`src/rtl/sc_score_display.sv`:
```
// sc_score_display: score counter consumer. Converts the binary score to
// three BCD digits with a sequential shift-add-3 engine and drives three
// active-low 7-segment digits (gfedcba), blinking while end-of-count is low.
// Optional build macro: SCORE_DISPLAY_BLANK_ZEROS_EN enables leading-zero
// blanking on the hundreds and tens digits.
module sc_score_display #(
  parameter int unsigned N          = 8,
  parameter int unsigned BLINK_BITS = 24
) (
  input  logic         SC_COUNTER_SCORE_CLOCK,
  input  logic         SC_COUNTER_SCORE_RESET_InLow,
  input  logic [N-1:0] SC_SCORE_DISPLAY_SCORE,
  input  logic         SC_SCORE_DISPLAY_ENDCOUNT_InLow,
  output logic         SC_SCORE_DISPLAY_BUSY,
  output logic         SC_SCORE_DISPLAY_VALID,
  output logic [11:0]  SC_SCORE_DISPLAY_BCD,
  output logic [6:0]   SC_SCORE_DISPLAY_HEX2,
  output logic [6:0]   SC_SCORE_DISPLAY_HEX1,
  output logic [6:0]   SC_SCORE_DISPLAY_HEX0
);

  localparam int unsigned BCD_W  = 12;
  localparam int unsigned ITER_W = $clog2(N + 1);
  localparam logic [6:0]  SEG_BLANK = 7'b1111111;

  typedef enum logic [1:0] {
    S_IDLE  = 2'd0,
    S_SHIFT = 2'd1,
    S_DONE  = 2'd2
  } state_t;

  state_t              r_state;
  logic [N-1:0]        r_shift;
  logic [N-1:0]        r_capture;
  logic [N-1:0]        r_last;
  logic [BCD_W-1:0]    r_work;
  logic [BCD_W-1:0]    r_bcd;
  logic [ITER_W-1:0]   r_iter;
  logic                r_busy;
  logic                r_valid;
  logic [BLINK_BITS-1:0] r_blink;

  logic [BCD_W-1:0]    w_adj;
  logic                w_blank;
  logic [6:0]          w_seg2;
  logic [6:0]          w_seg1;
  logic [6:0]          w_seg0;

  // Active-low gfedcba pattern for one BCD nibble; non-decimal codes blank.
  function automatic logic [6:0] f_seg(input logic [3:0] d);
    logic [6:0] s;
    case (d)
      4'd0:    s = 7'b1000000;
      4'd1:    s = 7'b1111001;
      4'd2:    s = 7'b0100100;
      4'd3:    s = 7'b0110000;
      4'd4:    s = 7'b0011001;
      4'd5:    s = 7'b0010010;
      4'd6:    s = 7'b0000010;
      4'd7:    s = 7'b1111000;
      4'd8:    s = 7'b0000000;
      4'd9:    s = 7'b0010000;
      default: s = SEG_BLANK;
    endcase
    return s;
  endfunction

  // Add-3 correction on every work nibble of 5 or more before the shift.
  always_comb begin
    w_adj = r_work;
    for (int k = 0; k < 3; k++) begin
      if (r_work[4*k +: 4] >= 4'd5) begin
        w_adj[4*k +: 4] = r_work[4*k +: 4] + 4'd3;
      end
    end
  end

  // Conversion FSM: detect a new score, run N shift iterations, latch digits.
  always_ff @(posedge SC_COUNTER_SCORE_CLOCK or negedge SC_COUNTER_SCORE_RESET_InLow) begin
    if (!SC_COUNTER_SCORE_RESET_InLow) begin
      r_state   <= S_IDLE;
      r_shift   <= '0;
      r_capture <= '0;
      r_last    <= '0;
      r_work    <= '0;
      r_bcd     <= '0;
      r_iter    <= '0;
      r_busy    <= 1'b0;
      r_valid   <= 1'b0;
    end else begin
      case (r_state)
        S_IDLE: begin
          r_valid <= 1'b0;
          if (SC_SCORE_DISPLAY_SCORE != r_last) begin
            r_shift   <= SC_SCORE_DISPLAY_SCORE;
            r_capture <= SC_SCORE_DISPLAY_SCORE;
            r_work    <= '0;
            r_iter    <= '0;
            r_busy    <= 1'b1;
            r_state   <= S_SHIFT;
          end
        end
        S_SHIFT: begin
          r_work  <= {w_adj[BCD_W-2:0], r_shift[N-1]};
          r_shift <= {r_shift[N-2:0], 1'b0};
          r_iter  <= r_iter + ITER_W'(1);
          if (r_iter == ITER_W'(N - 1)) begin
            r_state <= S_DONE;
          end
        end
        S_DONE: begin
          r_bcd   <= r_work;
          r_last  <= r_capture;
          r_valid <= 1'b1;
          r_busy  <= 1'b0;
          r_state <= S_IDLE;
        end
        default: begin
          r_busy  <= 1'b0;
          r_valid <= 1'b0;
          r_state <= S_IDLE;
        end
      endcase
    end
  end

  // Free-running blink phase counter; wraps silently.
  always_ff @(posedge SC_COUNTER_SCORE_CLOCK or negedge SC_COUNTER_SCORE_RESET_InLow) begin
    if (!SC_COUNTER_SCORE_RESET_InLow) begin
      r_blink <= '0;
    end else begin
      r_blink <= r_blink + BLINK_BITS'(1);
    end
  end

  // Digit decode with optional leading-zero blanking.
  always_comb begin
    w_seg2 = f_seg(r_bcd[11:8]);
    w_seg1 = f_seg(r_bcd[7:4]);
    w_seg0 = f_seg(r_bcd[3:0]);
`ifdef SCORE_DISPLAY_BLANK_ZEROS_EN
    if (r_bcd[11:8] == 4'd0) begin
      w_seg2 = SEG_BLANK;
      if (r_bcd[7:4] == 4'd0) begin
        w_seg1 = SEG_BLANK;
      end
    end
`else
    w_seg2 = f_seg(r_bcd[11:8]);
`endif
  end

  // End-of-count blinking blanks all three digits during the high blink phase.
  always_comb begin
    w_blank = ~SC_SCORE_DISPLAY_ENDCOUNT_InLow & r_blink[BLINK_BITS-1];
    SC_SCORE_DISPLAY_HEX2 = w_blank ? SEG_BLANK : w_seg2;
    SC_SCORE_DISPLAY_HEX1 = w_blank ? SEG_BLANK : w_seg1;
    SC_SCORE_DISPLAY_HEX0 = w_blank ? SEG_BLANK : w_seg0;
  end

  assign SC_SCORE_DISPLAY_BUSY  = r_busy;
  assign SC_SCORE_DISPLAY_VALID = r_valid;
  assign SC_SCORE_DISPLAY_BCD   = r_bcd;

endmodule

```
`config.mk`:
```
export PLATFORM = sky130hd
export DESIGN_NAME = sc_score_display
export DESIGN_NICKNAME = d
export VERILOG_FILES = /design/src/rtl/sc_score_display.sv
export SDC_FILE = /design/constraint.sdc
export NUM_CORES = 1
export LEC_CHECK = 0
export ABC_AREA = 1
export BUFFER_PORTS_ARGS = -buffer_cell sky130_fd_sc_hd__buf_2
export CAP_MARGIN = 20
export CORE_ASPECT_RATIO = 1.4
export CORE_MARGIN = 2
export CORE_UTILIZATION = 55
export DETAILED_ROUTE_END_ITERATION = 16
export MAX_ROUTING_LAYER = met4
export PLACE_DENSITY = 0.75
export SYNTH_ARGS = -nofsm -noshare
export SYNTH_HDL_FRONTEND = slang
export SYNTH_SLANG_ARGS = --single-unit
```
`constraint.sdc`:
```
create_clock -name SC_COUNTER_SCORE_CLOCK -period 1.9 [get_ports SC_COUNTER_SCORE_CLOCK]
set_input_delay 0.095 -clock SC_COUNTER_SCORE_CLOCK [delete_from_list [all_inputs] [get_ports SC_COUNTER_SCORE_CLOCK]]
set_output_delay 0.095 -clock SC_COUNTER_SCORE_CLOCK [all_outputs]
set_load 0.05 [all_outputs]
```
==> reports/qor.txt <==
die area = 0.00842 mm^2
CP required = 1.80 ns
Iteration-0 DRC Markers = 182
Clk pwr share = 13.8%
sequential area share after synthesis = 47.3%
Worst Hold Depth = 3
vias per cell = 5.09
Yosys cell types = 25
Synth Net Count = 544
status = completed
Slew Viols, Final = 0
crit path max fanout = 5
switching share of power = 51.1%
maximum VDD drop = 1.31 mV
slew margin rel. = 62.6%
routed vias = 3383
diodes inserted = 0
final setup vio count = 0
hold worst-path end = r_capture[6]
fill count = 626
total core area = 0.00741 mm^2
Ports = 46
Final Skew = 0.00991 ns
initial core utilization = 57.1%
Crit path arrival time = 1.71 ns
Routability Congestion = 0.813
DRT Pass-1 Iters = 4
# rows = 37
hold_sp = SC_SCORE_DISPLAY_SCORE[6]
Max H-tree Level = 3
internal power = 0.00425 W
Sink Count = 80
post-DP HPWL = 5600 um
CP startpoint kind = flop
vias in the first global route = 3195
clock buffer depth = 2
Pwr Total = 0.00870 W
worst reg2reg endpoint = r_blink[18]
global-route wire length before repair = 13500 um
leakage = 2.56 nW
PwrDens = 1790 mW/mm^2
sw power = 0.00444 W
Syn Inst Count = 510
share of power burned in registers = 31.1%
critical path endpoint category = primary output
final hold vios = 0
Detailed Route WL = 7770 um
area delta synth->final = 14.8%
Crit Path Class = flop to primary output
Skew-Pair Late Insertion Delay = 0.34 ns
period utilization = 95.2%
worst reg2reg startpoint = r_blink[0]
Post-DRT Antenna Nets = 0
Hold Crit Class = primary input to flop
Mean Syn Cell Area = 8.30 um^2
grt ovf = 0
DRC viols = 0
R2R Setup Slk = 0.32 ns
Nets = 598
DR WL/cell = 11.7 um
root buf cell = clkbuf_8
GRT Total Usage = 20.2%
initial antenna violation count = 0
share of post-route cells with drive strength above 1 = 17.6%
Worst-path clk slew = 0.08 ns
post-synthesis instance area = 0.00423 mm^2
commonest non-fill, non-tap cell in the layout = nand2_1
CTS tree = done
Max-Cap Viols = 0
most frequent cells in the layout = nand2_1 (138), dfrtp_1 (79), inv_1 (51)
post-route minimum period = 1.81 ns
Setup TNS = 0 ns
power share of the combinational group = 55.1%
Seq cells post-synth = 80
largest net degree at the start of global routing = 48
worst r2r path cells = 7
Die H = 108 um
DIE WIDTH = 78.1 um
Worst setup startpoint = SC_SCORE_DISPLAY_BCD[9]
CTS buffer count = 9
port bufs = 45
measured slew at the worst slew-check pin = 0.560 ns
yosys warns = 0
f_max = 553 MHz
==> repair_timing <==
item / in CTS / in global routing
hold buffers: 1 / 0
resized for setup: 0 / 8
setup buffers: 0 / 4
setup endpoints to repair: 0 / 19
hold endpoints to repair: 33 / 0
==> per-layer routing <==
| metal | up-vias | wire length (um) | part of all wire, % | GRT usage (%) |
|---|---|---|---|---|
| met5 | - | 0 | 0 | - |
| met4 | 0 | 90 | 1.2 | 6.39 |
| met3 | 10 | 253 | 3.3 | 3.02 |
| met2 | 61 | 3880 | 50 | 34.9 |
| met1 | 1566 | 3540 | 46 | 24.5 |
| li1 | 1746 | - | - | - |
==> metrics by stage <==
step	area, um^2	util (%)	cells	worst slack (ns)	hold WS [ns]
final	4860	65.6	665	0.0916	0.0542
after global routing	4860	65.6	665	-0.00137	0.0576
after CTS	4800	64.9	661	0.0127	0.0408
after detailed placement	4600	62.1	645	0.306	0.0671
after global placement	4600	62.1	645	0.371	0.0649
after floorplan	4250	-	510	-0.127	-0.201
==> logic make-up after synthesis <==
| group | count (synthesis) | share of synthesized area, % |
|---|---|---|
| mux | 5 | 1.33 |
| fa+ha+maj | 23 | 6.80 |
| xor+xnor | 25 | 5.17 |
| flops | 80 | 47.3 |
| compound gates | 78 | 9.28 |
| buf+inv | 64 | 5.80 |
| simple gates | 235 | 24.3 |
==> final cells by class <==
cell class	count	area (um^2)	area share [%]
sequential	80	2000	41.2
multi-input combinational	366	2020	41.5
clock buffer	10	138	2.83
clock inverter	5	57.6	1.18
inverter	52	195	4.02
tap	97	121	2.50
timing repair buffer	55	325	6.70
==> sequential cells by signal, summed over array words and instances, names as in the netlist <==
| signal | cells |
|---|---|
| r_state | 2 |
| SC_SCORE_DISPLAY_VALID | 1 |
| SC_SCORE_DISPLAY_BCD | 12 |
| r_iter | 4 |
| SC_SCORE_DISPLAY_BUSY | 1 |
| r_work | 12 |
| r_shift | 8 |
| r_blink | 24 |
| r_last | 8 |
| r_capture | 8 |
==> power by group through the flow <==
stage / registers (W) / clock network [W] / logic (W)
after floorplan: 0.00303 / 0 / 0.00337
after global placement: 0.00270 / 0 / 0.00456
after detailed placement: 0.00274 / 0 / 0.00468
after CTS: 0.00271 / 0.00124 / 0.00470
after global routing: 0.00279 / 0.00132 / 0.00525
final: 0.00271 / 0.00120 / 0.00479
==> critical path, stage by stage, from the launching register on <==
cell and delay (ns):
dfrtp_1 0.39, inv_1 0.11, ha_1 0.19, or2_2 0.28, o21ai_0 0.11, o21ai_2 0.07, buf_2 0.22
==> cell usage after synthesis, drive strengths merged <==
cell type	number	area [um^2]
a21o	1	7.51
a21oi	19	95.1
and2	1	6.26
buf	4	20.0
clkbuf	8	30.0
dfrtp	80	2000
ha	23	288
inv	52	195
mux2	5	56.3
nand2	141	537
nand3	48	245
nand3b	1	7.51
nand4	4	25.0
nor2	29	131
nor3	3	26.3
nor4	1	6.26
o21ai	58	290
or2	7	43.8
xnor2	13	114
xor2	12	105
==> worst max path at each step <==
| stage | to | slack, ns | cells past startpoint |
|---|---|---|---|
| floorplan | SC_SCORE_DISPLAY_HEX1[4] | -0.13 | 5 |
| global placement | r_blink[18] | 0.37 | 7 |
| detailed placement | r_blink[18] | 0.31 | 7 |
| CTS | SC_SCORE_DISPLAY_HEX1[0] | 0.01 | 6 |
| global route | SC_SCORE_DISPLAY_HEX0[0] | -0.001 | 6 |
| finish | SC_SCORE_DISPLAY_HEX2[0] | 0.09 | 6 |
(Power assumes the default switching activity.)
